<file path="src/rtl/jpeg_blk_seq_if.sv">
// Stream and core-side signal bundle for the JPEG block sequencer.
// The sequencer uses the slave view; whatever feeds samples, hosts the
// DCT/quantise core and sinks coefficients uses the master view.
interface jpeg_blk_seq_if #(
    parameter int DW = 12
);
    logic [DW-1:0]    in_data;
    logic             in_valid;
    logic             in_ready;
    logic [64*DW-1:0] core_in;
    logic [64*DW-1:0] core_out;
    logic             core_valid;
    logic [DW-1:0]    out_data;
    logic             out_valid;
    logic             out_ready;
    logic             out_last;

    modport master (
        output in_data, in_valid,
        input  in_ready,
        input  core_in,
        output core_out, core_valid,
        input  out_data, out_valid, out_last,
        output out_ready
    );

    modport slave (
        input  in_data, in_valid,
        output in_ready,
        output core_in,
        input  core_out, core_valid,
        output out_data, out_valid, out_last,
        input  out_ready
    );
endinterface

</file>
<file path="src/rtl/jpeg_blk_seq.sv">
// jpeg_blk_seq: sequencer in front of the 8x8 DCT/quantise core.
// Collects 64 raster-order samples, holds them on core_in while the core
// works, captures the 64 results and streams them out in raster or
// zig-zag order. Exactly one block is in flight at any time.
module jpeg_blk_seq #(
    parameter int DW       = 12,
    parameter int WAIT_MIN = 2,
    parameter int TIMEOUT  = 1024,
    parameter bit ZIGZAG   = 1'b1
) (
    input  logic          clk,
    input  logic          rst,
    jpeg_blk_seq_if.slave bus,
    output logic          busy,
    output logic          err,
    output logic [15:0]   blk_cnt
);

    localparam int WCW = $clog2(TIMEOUT + 1);
    localparam logic [WCW-1:0] WAIT_FIRST = WCW'(WAIT_MIN);
    localparam logic [WCW-1:0] WAIT_LAST  = WCW'(TIMEOUT - 1);

    // Standard JPEG zig-zag scan: beat number -> raster position.
    localparam logic [5:0] ZZ_ROM [64] = '{
        6'd0,  6'd1,  6'd8,  6'd16, 6'd9,  6'd2,  6'd3,  6'd10,
        6'd17, 6'd24, 6'd32, 6'd25, 6'd18, 6'd11, 6'd4,  6'd5,
        6'd12, 6'd19, 6'd26, 6'd33, 6'd40, 6'd48, 6'd41, 6'd34,
        6'd27, 6'd20, 6'd13, 6'd6,  6'd7,  6'd14, 6'd21, 6'd28,
        6'd35, 6'd42, 6'd49, 6'd56, 6'd57, 6'd50, 6'd43, 6'd36,
        6'd29, 6'd22, 6'd15, 6'd23, 6'd30, 6'd37, 6'd44, 6'd51,
        6'd58, 6'd59, 6'd52, 6'd45, 6'd38, 6'd31, 6'd39, 6'd46,
        6'd53, 6'd60, 6'd61, 6'd54, 6'd47, 6'd55, 6'd62, 6'd63
    };

    typedef enum logic [1:0] {
        S_FILL  = 2'd0,
        S_RUN   = 2'd1,
        S_DRAIN = 2'd2
    } state_t;

    state_t           state;
    state_t           state_nxt;
    logic [5:0]       fill_idx;
    logic [5:0]       drain_idx;
    logic [WCW-1:0]   wait_cnt;
    logic [DW-1:0]    in_buf  [64];
    logic [DW-1:0]    out_buf [64];
    logic [DW-1:0]    core_out_w [64];
    logic [64*DW-1:0] core_in_flat;
    logic             in_ready_q;
    logic             out_valid_q;
    logic             out_last_q;
    logic [DW-1:0]    out_data_q;
    logic             in_fire;
    logic             valid_hit;
    logic             time_hit;
    logic             capture;
    logic             out_fire;

    // Raster position of a given output beat in the selected drain order.
    function automatic logic [5:0] beat_map(input logic [5:0] beat);
        return ZIGZAG ? ZZ_ROM[beat] : beat;
    endfunction

    assign in_fire   = (state == S_FILL) && in_ready_q && bus.in_valid;
    assign valid_hit = (state == S_RUN) && (wait_cnt >= WAIT_FIRST) && bus.core_valid;
    assign time_hit  = (state == S_RUN) && (wait_cnt == WAIT_LAST);
    assign capture   = valid_hit || time_hit;
    assign out_fire  = (state == S_DRAIN) && out_valid_q && bus.out_ready;

    assign bus.in_ready  = in_ready_q;
    assign bus.out_data  = out_data_q;
    assign bus.out_valid = out_valid_q;
    assign bus.out_last  = out_last_q;
    assign bus.core_in   = core_in_flat;

    // Flatten the input buffer onto the core bus, sample k at bits [k*DW +: DW].
    always_comb begin
        core_in_flat = '0;
        for (int k = 0; k < 64; k++) begin
            core_in_flat[k*DW +: DW] = in_buf[k];
        end
    end

    // Unpack the core result bus into per-coefficient words.
    always_comb begin
        for (int k = 0; k < 64; k++) begin
            core_out_w[k] = bus.core_out[k*DW +: DW];
        end
    end

    // Next-state decode; busy simply reflects being past the fill phase.
    always_comb begin
        state_nxt = state;
        busy      = 1'b0;
        unique case (state)
            S_FILL: begin
                if (in_fire && (fill_idx == 6'd63)) state_nxt = S_RUN;
            end
            S_RUN: begin
                busy = 1'b1;
                if (capture) state_nxt = S_DRAIN;
            end
            S_DRAIN: begin
                busy = 1'b1;
                if (out_fire && out_last_q) state_nxt = S_FILL;
            end
            default: begin
                state_nxt = S_FILL;
            end
        endcase
    end

    // State register; in_ready is registered so it stays low through reset
    // and rises on the first edge that lands the FSM in FILL.
    always_ff @(posedge clk or negedge rst) begin
        if (!rst) begin
            state      <= S_FILL;
            in_ready_q <= 1'b0;
        end else begin
            state      <= state_nxt;
            in_ready_q <= (state_nxt == S_FILL);
        end
    end

    // Input deserialiser: only FILL transfers ever touch in_buf.
    always_ff @(posedge clk or negedge rst) begin
        if (!rst) begin
            fill_idx <= '0;
            for (int k = 0; k < 64; k++) begin
                in_buf[k] <= '0;
            end
        end else if (in_fire) begin
            in_buf[fill_idx] <= bus.in_data;
            fill_idx         <= fill_idx + 6'd1;
        end
    end

    // RUN cycle counter: held at zero while filling, stops once captured.
    always_ff @(posedge clk or negedge rst) begin
        if (!rst) begin
            wait_cnt <= '0;
        end else if (state == S_FILL) begin
            wait_cnt <= '0;
        end else if ((state == S_RUN) && !capture) begin
            wait_cnt <= wait_cnt + WCW'(1);
        end
    end

    // Snapshot of the core result, taken on the capture edge only.
    always_ff @(posedge clk or negedge rst) begin
        if (!rst) begin
            for (int k = 0; k < 64; k++) begin
                out_buf[k] <= '0;
            end
        end else if (capture) begin
            for (int k = 0; k < 64; k++) begin
                out_buf[k] <= core_out_w[k];
            end
        end
    end

    // Output serialiser: beat 0 comes straight from core_out on the capture
    // edge since out_buf is being written on that same edge; later beats
    // come from out_buf and only advance on an accepted beat.
    always_ff @(posedge clk or negedge rst) begin
        if (!rst) begin
            out_valid_q <= 1'b0;
            out_last_q  <= 1'b0;
            out_data_q  <= '0;
            drain_idx   <= '0;
        end else if (capture) begin
            out_valid_q <= 1'b1;
            out_last_q  <= 1'b0;
            out_data_q  <= core_out_w[beat_map(6'd0)];
            drain_idx   <= 6'd1;
        end else if (out_fire) begin
            if (out_last_q) begin
                out_valid_q <= 1'b0;
                out_last_q  <= 1'b0;
                out_data_q  <= '0;
                drain_idx   <= '0;
            end else begin
                out_data_q  <= out_buf[beat_map(drain_idx)];
                out_last_q  <= (drain_idx == 6'd63);
                drain_idx   <= drain_idx + 6'd1;
            end
        end
    end

    // Sticky timeout flag and completed-block counter.
    always_ff @(posedge clk or negedge rst) begin
        if (!rst) begin
            err     <= 1'b0;
            blk_cnt <= '0;
        end else begin
            if (time_hit && !valid_hit) err <= 1'b1;
            if (out_fire && out_last_q) blk_cnt <= blk_cnt + 16'd1;
        end
    end

endmodule

</file>
<file path="src/flat_wrapper.sv">
// flat-port wrapper written by rule: the top's interface ports become plain ports
module jpeg_blk_seq_flat 
#(
    parameter int DW       = 12,
    parameter int WAIT_MIN = 2,
    parameter int TIMEOUT  = 1024,
    parameter bit ZIGZAG   = 1'b1
)
  (clk, rst, busy, err, blk_cnt, bus_in_data, bus_in_valid, bus_in_ready, bus_core_in, bus_core_out, bus_core_valid, bus_out_data, bus_out_valid, bus_out_last, bus_out_ready);
  jpeg_blk_seq_if #(.DW(DW)) bus_i ();
  input  logic clk;
  input  logic rst;
  output logic busy;
  output logic err;
  output logic [15:0] blk_cnt;
  input wire logic [$bits(bus_i.in_data)-1:0] bus_in_data;
  input wire logic [$bits(bus_i.in_valid)-1:0] bus_in_valid;
  output wire logic [$bits(bus_i.in_ready)-1:0] bus_in_ready;
  output wire logic [$bits(bus_i.core_in)-1:0] bus_core_in;
  input wire logic [$bits(bus_i.core_out)-1:0] bus_core_out;
  input wire logic [$bits(bus_i.core_valid)-1:0] bus_core_valid;
  output wire logic [$bits(bus_i.out_data)-1:0] bus_out_data;
  output wire logic [$bits(bus_i.out_valid)-1:0] bus_out_valid;
  output wire logic [$bits(bus_i.out_last)-1:0] bus_out_last;
  input wire logic [$bits(bus_i.out_ready)-1:0] bus_out_ready;
  assign bus_i.in_data = bus_in_data;
  assign bus_i.in_valid = bus_in_valid;
  assign bus_in_ready = bus_i.in_ready;
  assign bus_core_in = bus_i.core_in;
  assign bus_i.core_out = bus_core_out;
  assign bus_i.core_valid = bus_core_valid;
  assign bus_out_data = bus_i.out_data;
  assign bus_out_valid = bus_i.out_valid;
  assign bus_out_last = bus_i.out_last;
  assign bus_i.out_ready = bus_out_ready;
  jpeg_blk_seq #(.DW(DW), .WAIT_MIN(WAIT_MIN), .TIMEOUT(TIMEOUT), .ZIGZAG(ZIGZAG)) u_core (.clk(clk), .rst(rst), .bus(bus_i), .busy(busy), .err(err), .blk_cnt(blk_cnt));
endmodule
</file>
<file path="config.mk">
export PLATFORM = sky130hd
export DESIGN_NAME = jpeg_blk_seq_flat
export DESIGN_NICKNAME = d
export VERILOG_FILES = /design/src/rtl/jpeg_blk_seq_if.sv /design/src/rtl/jpeg_blk_seq.sv /design/src/flat_wrapper.sv
export SDC_FILE = /design/constraint.sdc
export NUM_CORES = 2
export LEC_CHECK = 0
export ABC_AREA = 0
export BUFFER_PORTS_ARGS = -buffer_cell sky130_fd_sc_hd__buf_2
export CAP_MARGIN = 10
export CORE_AREA = 5 5 612 614
export CTS_CLUSTER_SIZE = 14
export DETAILED_ROUTE_END_ITERATION = 7
export DIE_AREA = 0 0 617 619
export PLACE_DENSITY_LB_ADDON = 0.2
export SYNTH_ARGS = -nofsm -noshare
export SYNTH_HDL_FRONTEND = slang
export SYNTH_SLANG_ARGS = --single-unit
</file>
<file path="constraint.sdc">
create_clock -name clk -period 3.3 [get_ports clk]
set_input_delay 0.66 -clock clk [delete_from_list [all_inputs] [get_ports clk]]
set_output_delay 0.66 -clock clk [all_outputs]
set_load 0.005 [all_outputs]
</file>
## Word-level counts from Yosys, hierarchy flattened

Memories as Yosys holds them, arrays and structs flattened.
Cells that the tools add are included.

- Bits in read-only memories: 384
- Logic and storage cells: 205
- Memories: 1
- Output and inout port bits: 801
- Register bits: 1593

- Magnitude comparators: 5
- Equal/unequal tests: 5
- Bitwise operators: 3
- Mux-type cells: 27
- $add $sub $neg: 4
- Reduce and logical (&&, ||, !) cells: 22

Memory list:

| memory | words | width | read ports | clocked after Yosys merged registers in | wr ports | line | source |
|---|---|---|---|---|---|---|---|
| (no name shown) | 64 | 6 | 1 | 0 | 0 | jpeg_blk_seq.sv:62 | `return ZIGZAG ? ZZ_ROM[beat] : beat;` |

Operator list:

| cell | count |
|---|---|
| $bwmux W768 | 1 |
| $bmux W12 S6 | 1 |
| $demux W12 S6 | 1 |
| $mux W12 | 6 |
| $mux W6 | 5 |
| $mux W11 | 2 |
| $ge A7 B7 Y1 const B | 3 |
| $not A6 Y7 | 3 |
| $add A16 B1 Y16 const B | 1 |
| $add A6 B1 Y6 const B | 2 |
| $eq A6 B6 Y1 const B | 2 |
| $logic_and A1 B1 Y1 | 12 |
| $add A11 B1 Y11 const B | 1 |
| $eq A11 B10 Y1 const B | 1 |
| $ge A11 B2 Y1 const B | 1 |
| $lt A7 B1 Y1 const B | 1 |
| $mux W1 | 7 |
| $mux W2 | 3 |
| $pmux W2 S3 | 1 |
| $reduce_bool A2 Y1 | 3 |
| $logic_not A2 Y1 | 2 |
| $eq A2 B1 Y1 const B | 1 |
| $eq A2 B2 Y1 const B | 1 |
| $logic_not A1 Y1 | 2 |
| other kinds (3) | 3 |

## Logic depth before layout (Yosys ltp)

- Depth after elaboration: 11
- Depth in mapped cells: 17
- Mapped depth without buffers: 12

## Worst setup path before layout

Ideal clock, no wire load.

- Kind: reg-to-reg
- Start: register u_core.drain_idx[0]
- End: register u_core.out_data_q[10] (netlist: u_core.bus.out_data[10])
- Arrival time: 3257 ps
- Period minus slack after synthesis: 3392 ps
- Data required time: 3166 ps
- Slack: -92 ps
- Stages on the path, launching flop included: 15
- Setup time: 134 ps
- Cells stage by stage: dfrtp_1 > buf_2 > buf_2 > inv_1 > ha_1 > nand2b_1 > a32o_1 > o21a_1 > buf_2 > nor2_4 > mux2_1 > o211a_1 > or3_1 > a211oi_2 > o211ai_2

- Word-level cells in the longest chain between the ends: 11

RTL lines:

| item | line | source |
|---|---|---|
| start, declared | jpeg_blk_seq.sv:44 | `logic [5:0] drain_idx;` |
| start signal, assigned | jpeg_blk_seq.sv:186 | `drain_idx <= drain_idx + 6'd1;` |
| $not A6 Y7 (implied by the code) | jpeg_blk_seq.sv:62 |  |
| $mem_v2 Z64 W6 | -- |  |
| $mux W6 (implied by the code) (2 in a row) | jpeg_blk_seq.sv:62 |  |
| $not A6 Y7 (implied by the code) | jpeg_blk_seq.sv:184 | `out_data_q <= out_buf[beat_map(drain_idx)];` |
| $bmux W12 S6 | jpeg_blk_seq.sv:184 |  |
| $mux W12 (implied by the code) (2 in a row) | jpeg_blk_seq.sv:184 |  |
| $mux W12 | jpeg_blk_seq.sv:178 | `if (out_last_q) begin` |
| $mux W12 | jpeg_blk_seq.sv:177 | `end else if (out_fire) begin` |
| $mux W12 | jpeg_blk_seq.sv:172 | `end else if (capture) begin` |
| end signal, assigned | jpeg_blk_seq.sv:175 | `out_data_q <= core_out_w[beat_map(6'd0)];` |
| end signal, assigned | jpeg_blk_seq.sv:184 |  |
| end, declared | jpeg_blk_seq.sv:53 | `logic [DW-1:0] out_data_q;` |

No other way between the ends. The select of a mux whose other input is x is not followed.
A chain may end at the register's enable or synchronous reset.

## Worst setup path in the final report

- Start: register u_core.drain_idx[1]
- End: register u_core.out_data_q[5] (netlist: u_core.bus.out_data[5])

Same word-level chain as after synthesis.

==> implementation parameters <==
Parameter                              Value

Outcome
  Status    finished with violations
  Failing checks    negative setup slack

Synthesis
  Compound-Gate Fraction of Synth Area    5.560%
  Sequential-to-total area share from yosys stat    58.12%
  Xor/xnor share of the synthesized area    0.3575%
  Per-instance average area after synthesis    10.27 um2
  Combinational family with the most area after synthesis    simple AND/OR/NAND/NOR gates
  Simple logic cell fraction of the synthesized area    17.91%
  Cells after synthesis    6681
  Cell area after technology mapping    slightly below 0.07 mm2
  Top FF cell, synth    sky130_fd_sc_hd__dfrtp_1
  Count of distinct cell types in the synthesized netlist    72
  Mux contribution to synthesized area    approximately 15%
  FFs w/ async S/R, synth    100.0%
  Post-Synth Adder-Cell Area    0.4196%
  Synth Net Count    7489
  Post-synth EDFFs    0
  Warnings from Yosys    0
  Seq cells post-synth    approximately 1600

Global routing
  Via count of the first global-routing pass    63780
  First-pass GRT wire length    524.1 mm
  Number of antenna violations at the first check in global routing    56
  Largest net degree at the start of global routing    around 160
  Gr usage total    19.31%
  Overflow left after global routing    0

Final layout
  Storage cell area    0.03986 mm2
  Final non-filler cell total    14080
  Ratio of cells with drive above 1 in the final layout    38.65%
  Footprint of the multi-input gates    between 0.02 and 0.03 mm2
  Fraction of the core area covered by cells at the end of the flow    27.03%
  Top library cells by usage in the layout, fill and taps aside    sky130_fd_sc_hd__nand2_1, sky130_fd_sc_hd__dfrtp_1, sky130_fd_sc_hd__buf_2
  Nets    9854
  Fillers    39070
  Leading cell type in the layout, fill and taps excluded    sky130_fd_sc_hd__nand2_1
  Area growth, synth to finish    45.05%

STA
  Final worst path period need    3.468 ns
  Worst slew margin    23.80%
  Maximum operating frequency    just under 0.3 GHz
  Measured slew at the worst slew-check pin    1.143 ns
  Final worst-path setup slack    -0.1682 ns
  Endpoints failing hold    0
  RSZ-0062 raised after global routing    yes
  Count of endpoints failing setup in the final report    12
  Post-Route Setup TNS    -1.445 ns
  Final clock skew    slightly above 0.06 ns
  Fin crit share    105.1%
  Final number of max-transition violations    0

Setup path
  Crit Path Max Fanout    7
  Cell type with the highest occurrence count on the critical path    sky130_fd_sc_hd__buf_12
  Worst EP arrival    4.20 ns
  Endpoint of the worst-slack reg-to-reg timing path    u_core.bus.out_data[5]$_DFFE_PN0P_
  Cell-by-cell trace of the critical path    inv_2 > ha_4 > nand2b_4 > a32o_2 > o21a_4 > nor2_4 > buf_12 > buf_12 > bufbuf_16 > buf_4 > mux2i_1 > a32o_1 > o22ai_1 > a22oi_2 > o2111ai_2
  Crit end category    flip-flop
  Critical register-to-register path startpoint    u_core.drain_idx[1]$_DFFE_PN0P_
  Critical path startpoint    u_core.drain_idx[1]$_DFFE_PN0P_
  End of the critical path    u_core.bus.out_data[5]$_DFFE_PN0P_
  Count of cell instances traversed by the critical path    15
  Crit-path max cell delay    0.40 ns
  Top delay family on crit path    compound AO/OA/AOI/OAI gates
  Setup slack of the worst register-to-register path    -0.17 ns
  Critical setup path kind    reg2reg
  Cell count of the worst reg-to-reg path    15
  Count of buffering cells on the critical path with inverters included    5
  Slowest stage cell, crit path    sky130_fd_sc_hd__dfrtp_1
  Required time of the critical path    4.03 ns
  Startpoint type of the worst setup path    flip-flop

Power and ir drop
  Static power due to leakage    50.62 nW
  Power density cells    581.4 mW/mm2
  Total power    57.84 mW
  Worst voltage drop across the vdd grid    0.4646 mV

Die
  Area of the die    0.3819 mm2
  Width of the die    617 um
  Initial core utilization    18.64%
  Placement row count    223
  Die outline height    619 um
  Top-level port count    1586
  CORE AREA    0.3680 mm2

Placement
  Inst Count DP    13150
  Routability Congestion    0.8838
  Count of input and output buffers    1585
  Setup slack after placement    -0.7750 ns
  Final HPWL DP    about 300 mm

Routing
  Iteration count of the initial detailed-routing pass    6
  Top layer used by detailed routing    met5
  Average wire per cell in the routed design    27.37 um
  Starting DRC count in detailed routing    3983
  Drc violations    0
  Antenna Violating Nets Remaining    0
  Routed wire length    between 300 and 400 mm
  Routed wl met3    23.16 mm
  Avg Vias per Cell    4.298
  Routed via count    60530
  Met1 wire length    around 140 mm
  Detailed route wirelength on metal2    201.9 mm

Worst hold path
  Class of the most critical hold timing path    in2reg
  Number of cells on the worst hold path    3

Clock network
  Clock latency on the worst-skew pair    around 0.86 ns
  Number of buffers created by CTS    196
  CTS tree    done
  Count of clock tree sinks    1593
  Clock-pin slew on the worst setup and hold paths    0.06 ns
  Maximum root-to-sink buffer count    4
  Cell chosen for the clock root    sky130_fd_sc_hd__clkbuf_16
  H-tree depth reported by CTS    4

Flow run
  Max capacitance violation total    0
kinds of logic after synthesis:
family / Yosys count
AND/OR/NAND/NOR: 3115
flip-flops: 1593
multiplexers: 893
AO/OA/AOI/OAI: 515
buffers and inverters: 514
XOR/XNOR: 28
adder cells (fa/ha/maj): 23
tightest hold or removal path, cell delays in order:
cell and delay (ns):
sky130_fd_sc_hd__buf_2 0.08, sky130_fd_sc_hd__nand2_1 0.09, sky130_fd_sc_hd__nand2_1 0.08
worst min path at each step:
stage                                    start                         endpoint  slack (ns)
2_1_floorplan                              rst    u_core.blk_cnt[0]$_DFFE_PN0P_        0.36
3_3_place_gp   u_core.out_buf[347]$_DFFE_PN0P_  u_core.out_buf[347]$_DFFE_PN0P_        0.45
3_5_place_dp   u_core.out_buf[347]$_DFFE_PN0P_  u_core.out_buf[347]$_DFFE_PN0P_        0.45
4_1_cts                      bus_core_out[125]  u_core.out_buf[641]$_DFFE_PN0P_      0.0002
5_1_grt                      bus_core_out[677]   u_core.out_buf[89]$_DFFE_PN0P_        0.02
6_report                     bus_core_out[682]   u_core.out_buf[94]$_DFFE_PN0P_        0.06
layer usage:
layer,track usage (%),vias to the layer above
met3,4.269,612
li1,-,26980
met2,35.48,2006
met4,10.58,6
met5,0,-
met1,20.41,30930
flip-flops by register name, summed over array words and instances (netlist names):
name                  count
u_core.fill_idx           6
u_core.bus.out_valid      1
u_core.err                1
u_core.wait_cnt          11
u_core.state              2
u_core.blk_cnt           16
u_core.bus.core_in      768
u_core.drain_idx          6
u_core.out_buf          768
u_core.bus.in_ready       1
u_core.bus.out_data      12
u_core.bus.out_last       1
synth_stat cells (7+ instances only):
master	instances	area (um2)
sky130_fd_sc_hd__a211o_1	20	175.2
sky130_fd_sc_hd__a211oi_1	57	427.9
sky130_fd_sc_hd__a21oi_1	97	485.5
sky130_fd_sc_hd__a221o_1	11	110.1
sky130_fd_sc_hd__a22oi_1	77	578.1
sky130_fd_sc_hd__a311oi_1	8	70.07
sky130_fd_sc_hd__a31o_2	19	166.4
sky130_fd_sc_hd__a31oi_1	32	200.2
sky130_fd_sc_hd__a32o_1	20	200.2
sky130_fd_sc_hd__a32oi_1	26	227.7
sky130_fd_sc_hd__a41o_1	12	120.1
sky130_fd_sc_hd__and3_1	70	437.9
sky130_fd_sc_hd__buf_1	32	120.1
sky130_fd_sc_hd__buf_2	80	400.4
sky130_fd_sc_hd__buf_4	12	90.09
sky130_fd_sc_hd__clkbuf_1	369	1385
sky130_fd_sc_hd__dfrtp_1	1593	39860
sky130_fd_sc_hd__ha_1	23	287.8
sky130_fd_sc_hd__inv_1	13	48.80
sky130_fd_sc_hd__mux2_2	824	9279
sky130_fd_sc_hd__mux2i_1	65	650.6
sky130_fd_sc_hd__nand2_1	2739	10280
sky130_fd_sc_hd__nand2b_1	7	43.79
sky130_fd_sc_hd__nand3_1	123	615.6
sky130_fd_sc_hd__nand4_1	31	193.9
sky130_fd_sc_hd__nor2_1	86	322.8
sky130_fd_sc_hd__nor3_1	15	75.07
sky130_fd_sc_hd__o2111ai_1	12	105.1
sky130_fd_sc_hd__o211ai_1	44	330.3
sky130_fd_sc_hd__o21ai_0	13	65.06
sky130_fd_sc_hd__o21ai_1	12	60.06
sky130_fd_sc_hd__o22ai_1	9	56.30
sky130_fd_sc_hd__o2bb2ai_1	11	96.34
sky130_fd_sc_hd__or3_1	7	43.79
sky130_fd_sc_hd__xnor2_1	23	201.4
cell type report:
cell class,instances,area share (%)
clock inverters,89,1.024
clock buffers,268,5.698
well taps,4837,6.083
flip-flops and latches,1593,40.07
diodes,40,0.1006
multi-input cells,4574,27.86
inverters,16,0.06037
repair buffers,2665,19.11
what timing repair did:
action,4_1_cts,5_1_grt
pin swaps,60,53
endpoints found under the setup margin,12,12
hold buffers,469,0
cloned,6,1
setup buffers,41,27
endpoints found under the hold margin,489,0
resized for setup,130,90
report_power, final:
group          switching [mW]  total, mW  internal (mW)
Clock                    9.34       22.6           13.3
Sequential               1.97       24.6           22.7
Combinational            5.49       10.6           5.11
per-stage QoR:
stage	area [um2]	hold WS, ns
final	99490	0.05693
after global routing	99480	0.01732
after CTS	98700	0.0001655
after detailed placement	86170	0.4485
after global placement	86170	0.4474
after floorplan	68610	0.3644
Power figures use the tool's default switching activity.
